## config.mk

```make
export PLATFORM = sky130hd
export DESIGN_NAME = distribuidor_papeis
export DESIGN_NICKNAME = d
export VERILOG_FILES = /design/src/rtl/distribuidor_papeis.sv
export SDC_FILE = /design/constraint.sdc
export NUM_CORES = 1
export LEC_CHECK = 0
export ABC_CLOCK_PERIOD_IN_PS = 2770
export CAP_MARGIN = 25
export CORE_ASPECT_RATIO = 0.75
export CORE_MARGIN = 2
export CORE_UTILIZATION = 30
export CTS_CLUSTER_DIAMETER = 100
export DETAILED_ROUTE_END_ITERATION = 10
export SYNTH_ARGS = -nofsm -noshare
export SYNTH_HDL_FRONTEND = slang
export SYNTH_SLANG_ARGS = --single-unit
```

## constraint.sdc

```tcl
create_clock -name clock -period 2.77 [get_ports clock]
set_input_delay 0.4155 -clock clock [delete_from_list [all_inputs] [get_ports clock]]
set_output_delay 0.4155 -clock clock [all_outputs]
set_load 0.03 [all_outputs]
```

## src/rtl/distribuidor_papeis.sv

```systemverilog
// Role dealer for the werewolf game: LFSR-driven Fisher-Yates shuffle over N_JOGADORES seats.
// Optional macro VIDENTE_EN adds one vidente (2'b10) role to the deal.
module distribuidor_papeis #(
  parameter int unsigned N_JOGADORES = 8,
  parameter int unsigned N_LOBOS     = 2,
  parameter logic [15:0] SEED_PADRAO = 16'hACE1
) (
  input  logic                           clock,
  input  logic                           reset,
  input  logic                           e_seed_reg,
  input  logic [15:0]                    seed,
  input  logic                           zera_CS,
  input  logic                           inicia,
  input  logic [$clog2(N_JOGADORES)-1:0] idx_consulta,
  output logic [1:0]                     papel_consulta,
  output logic                           ocupado,
  output logic                           pronto,
  output logic [2:0]                     db_estado
);

  localparam int unsigned W = $clog2(N_JOGADORES);
`ifdef VIDENTE_EN
  localparam bit VID_EN = 1'b1;
`else
  localparam bit VID_EN = 1'b0;
`endif

  typedef enum logic [2:0] {
    OCIOSO     = 3'd0,
    INICIALIZA = 3'd1,
    SORTEIA    = 3'd2,
    TROCA      = 3'd3,
    FIM        = 3'd4
  } estado_t;

  estado_t      estado;
  logic [15:0]  lfsr;
  logic [W-1:0] i;
  logic [W-1:0] j;
  logic [W-1:0] cand;
  logic [1:0]   seats [N_JOGADORES];

  // Galois right-shift step, taps 16'hB400
  function automatic logic [15:0] lfsr_passo(input logic [15:0] l);
    return l[0] ? ((l >> 1) ^ 16'hB400) : (l >> 1);
  endfunction

  assign cand      = lfsr[W-1:0];
  assign db_estado = estado;

  // Control FSM, LFSR and seat array
  always_ff @(posedge clock) begin
    if (reset) begin
      estado  <= OCIOSO;
      lfsr    <= SEED_PADRAO;
      ocupado <= 1'b0;
      pronto  <= 1'b0;
      i       <= W'(N_JOGADORES - 1);
      j       <= '0;
      for (int unsigned k = 0; k < N_JOGADORES; k++) seats[k] <= 2'b00;
    end else if (zera_CS) begin
      // Abort keeps the LFSR so the game sequence stays reproducible
      estado  <= OCIOSO;
      ocupado <= 1'b0;
      pronto  <= 1'b0;
      i       <= W'(N_JOGADORES - 1);
      for (int unsigned k = 0; k < N_JOGADORES; k++) seats[k] <= 2'b00;
    end else begin
      case (estado)
        OCIOSO, FIM: begin
          if (e_seed_reg) lfsr <= (seed == 16'h0000) ? SEED_PADRAO : seed;
          if (inicia) begin
            estado  <= INICIALIZA;
            ocupado <= 1'b1;
            pronto  <= 1'b0;
          end
        end
        INICIALIZA: begin
          for (int unsigned k = 0; k < N_JOGADORES; k++) begin
            if (k < N_LOBOS)                seats[k] <= 2'b01;
            else if (VID_EN && k == N_LOBOS) seats[k] <= 2'b10;
            else                            seats[k] <= 2'b00;
          end
          i      <= W'(N_JOGADORES - 1);
          estado <= SORTEIA;
        end
        SORTEIA: begin
          // Rejection sampling keeps the draw uniform without a modulo
          lfsr <= lfsr_passo(lfsr);
          if (cand <= i) begin
            j      <= cand;
            estado <= TROCA;
          end
        end
        TROCA: begin
          seats[i] <= seats[j];
          seats[j] <= seats[i];
          if (i == W'(1)) begin
            estado  <= FIM;
            ocupado <= 1'b0;
            pronto  <= 1'b1;
          end else begin
            i      <= i - W'(1);
            estado <= SORTEIA;
          end
        end
        default: begin
          estado  <= OCIOSO;
          ocupado <= 1'b0;
          pronto  <= 1'b0;
        end
      endcase
    end
  end

  // Read-back port; indices beyond the last seat read as aldeao
  always_comb begin
    papel_consulta = 2'b00;
    for (int unsigned k = 0; k < N_JOGADORES; k++) begin
      if (idx_consulta == W'(k)) papel_consulta = seats[k];
    end
  end

endmodule

```

==> metrics.md <==
| Metric | Value |
|---|---|
| Status | `finished clean` |
| Critical-path cell list | `clkdlybuf4s50_1 -> mux4_2 -> mux2_2 -> dlygate4sd2_1` |
| Setup TNS | `0 ns` |
| Post-CTS Resized | `2` |
| Worst EP arrival | `between 2 and 2.5 ns` |
| Setup violators final | `0` |
| Netlist cell types | `59` |
| Power, Total | `1.71 mW` |
| Filler Cell Count | `955` |
| Reg2Reg Capture Point | `seats[4][1]` |
| # rows | `30` |
| Worst path required time | `2.35 ns` |
| GRT Resource Usage Total | `14.1%` |
| Post-Route WL | `approximately 6800 um` |
| Worst R2R Setup Slack | `0.67 ns` |
| Minimum clock period | `2.61 ns` |
| R2r worst-path depth | `4` |
| Die Y | `roughly 89 um` |
| P&R area growth vs syn | `20.6%` |
| Clock slew at reported path FFs | `0.06 ns` |
| Post-Syn Area | `2860 sq um` |
| Critical path's top delay family | `buffers and inverters` |
| Detail Placement HPWL | `5150 um` |
| Largest stage delay on the critical path | `0.61 ns` |
| Syn nets | `about 320` |
| Non-filler cells, final | `444` |
| Async set-reset flop share out of synthesis | `0%` |
| Buffers & Inverters on Critical Path | `2` |
| Nets | `344` |
| Peak Freq | `0.383 GHz` |
| Via density | `5.28` |
| TritonRoute pass-1 iters | `4` |
| Hold Path End | `lfsr[12]` |
| WHS Path Cells | `2` |
| GR Overflow Total | `0` |
| # port buffers | `30` |
| Max-Cap Viols | `0` |
| Drt initial violations | `208` |
| Die area | `a little over 10,000 sq um` |
| Most frequent cells in the layout | `33 x dfxtp_1, 28 x clkdlybuf4s50_1, 21 x nand2_1, 21 x o21ai_0` |
| Clk sinks | `49` |
| Critical Path End Type | `output pin` |
| Initial antenna violation count | `0` |
| Worst Skew | `0.00637 ns` |
| Slowest-stage cell, CP | `clkdlybuf4s50_1` |
| H-tree depth | `2` |
| Multi-input gate area | `between 1500 and 2000 sq um` |
| FF+latch area | `1140 sq um` |
| Most common cell after layout, fill and taps aside | `dfxtp_1` |
| Post-synth EDFFs | `16` |
| Placed cells | `about 440` |
| RSZ-0062 raised after global routing | `no` |
| Chip Width | `between 100 and 150 um` |
| Pwr dens | `496 nW/um^2` |
| Maximum net fanout on the critical path | `4` |
| Min-delay src | `lfsr[12]` |
| Skew-Pair Late Insertion Delay | `0.29 ns` |
| Period utilization | `a little over nine tenths` |
| DRC viols | `0` |
| Slew HR | `60.8%` |
| #FFs+latches synth | `49` |
| Endpoints failing hold | `0` |
| Antenna-violating nets left | `0` |
| Worst hold path type | `flop to flop` |
| First-pass GRT wire length | `11,200 um` |
| Hold-fix buffers, CTS | `0` |
| CTS tree | `yes` |
| Leakage Power | `between 1 and 1.5 nW` |
| Layout cell share with drive strength beyond 1 | `between 10% and 20%` |
| CORE AREA | `9160 sq um` |
| Critical path launch point | `idx_consulta[0]` |
| Clk buf depth | `2` |
| Gpl congestion | `0.825` |
| Postcts setup bufs | `0` |
| Seq/Total Area, Yosys | `39.9%` |
| Prevailing post-synth register cell | `dfxtp_1` |
| Clk root buf | `clkbuf_16` |
| Worst VDD drop | `0.218 mV` |
| Vias | `around 2,300` |
| Synthesized area per cell | `9.89 sq um` |
| Number of global-route vias before repair | `approximately 2,200` |
| Synth warn | `0` |
| IO Pins | `31` |
| Syn Inst Count | `289` |
| Starting Density | `31.2%` |
| WL per Instance | `15.3 um` |
| Worst-Margin Slew | `approximately 0.58 ns` |
| ANT cells | `0` |
| CTS buffer count | `5` |
| Final Slew Violations | `0` |
| Largest net degree at the start of global routing | `26` |
| Crit start category | `input pin` |
| Critical path class | `input pin to output pin` |
[cell families (layout without fill, tap and decap cells)]
family | after synthesis | in the layout | share of synthesized area [%]
simple gates | 116 | 116 | 23.8
mux | 23 | 23 | 14.0
xor+xnor | 5 | 5 | 1.53
buf+inv | 24 | 51 | 3.85
fa+ha+maj | 5 | 5 | 2.19
compound gates | 67 | 67 | 14.8
flops | 49 | 49 | 39.9
[synthesized netlist by cell type (7+ instances only)]
library cell,instances,area share (%)
dfxtp_1,33,23
nand2_1,21,2.8
o21ai_0,21,3.7
edfxtp_1,16,17
nor2_1,16,2.1
nand3_1,15,2.6
a21oi_1,13,2.3
nand4_1,12,2.6
nor3_1,12,2.1
mux4_2,11,8.7
nand2b_1,10,2.2
clkbuf_1,8,1.1
buf_2,7,1.2
inv_1,7,0.92
[layer usage]
metal	wire length, um	global-route usage, %	share of wire (%)	up-vias
li1	-	-	-	1157
met2	2950	21.2	43	68
met5	0	0	0	-
met4	73	4.06	1.1	0
met3	369	3.42	5.4	7
met1	3390	20.3	50	1111
[tightest hold or removal path, stage by stage (launching register included)]
cell and delay, ns:
dfxtp_1 0.31, nand2_1 0.05, a21oi_1 0.05
[layout make-up]
| class | instances | share of cell area [%] |
|---|---|---|
| clock buffers | 5 | 3.63 |
| clock inverters | 3 | 1.31 |
| inverters | 7 | 0.762 |
| well taps | 128 | 4.65 |
| repair buffers | 36 | 9.95 |
| flip-flops and latches | 49 | 33.1 |
| multi-input cells | 216 | 46.6 |
[power by group]
group / switching, mW / internal (mW) / total [mW] / leakage [nW]
Sequential: 0.0303 / 0.774 / 0.804 / 0.450
Combinational: 0.0998 / 0.102 / 0.202 / 0.686
Clock: 0.276 / 0.428 / 0.704 / 0.0843
Total: 0.406 / 1.30 / 1.71 / 1.22
[worst max-delay path by stage]
stage                        endpoint  depth (start not counted)
global route        papel_consulta[0]                          4
floorplan                        flop                          6
detailed placement  papel_consulta[0]                          4
global placement    papel_consulta[1]                          4
finish              papel_consulta[0]                          4
CTS                 papel_consulta[0]                          4
[per-stage QoR]
step / area, sq um / hold slack, ns / setup slack [ns] / utilization [%]
floorplan: 2860 / 0.429 / 0.847 / -
global placement: 3280 / 0.441 / -0.0496 / 35.8
detailed placement: 3280 / 0.449 / -0.0919 / 35.8
CTS: 3450 / 0.460 / 0.140 / 37.6
global route: 3450 / 0.494 / 0.0823 / 37.6
finish: 3450 / 0.457 / 0.159 / 37.6
(Power assumes the default switching activity.)
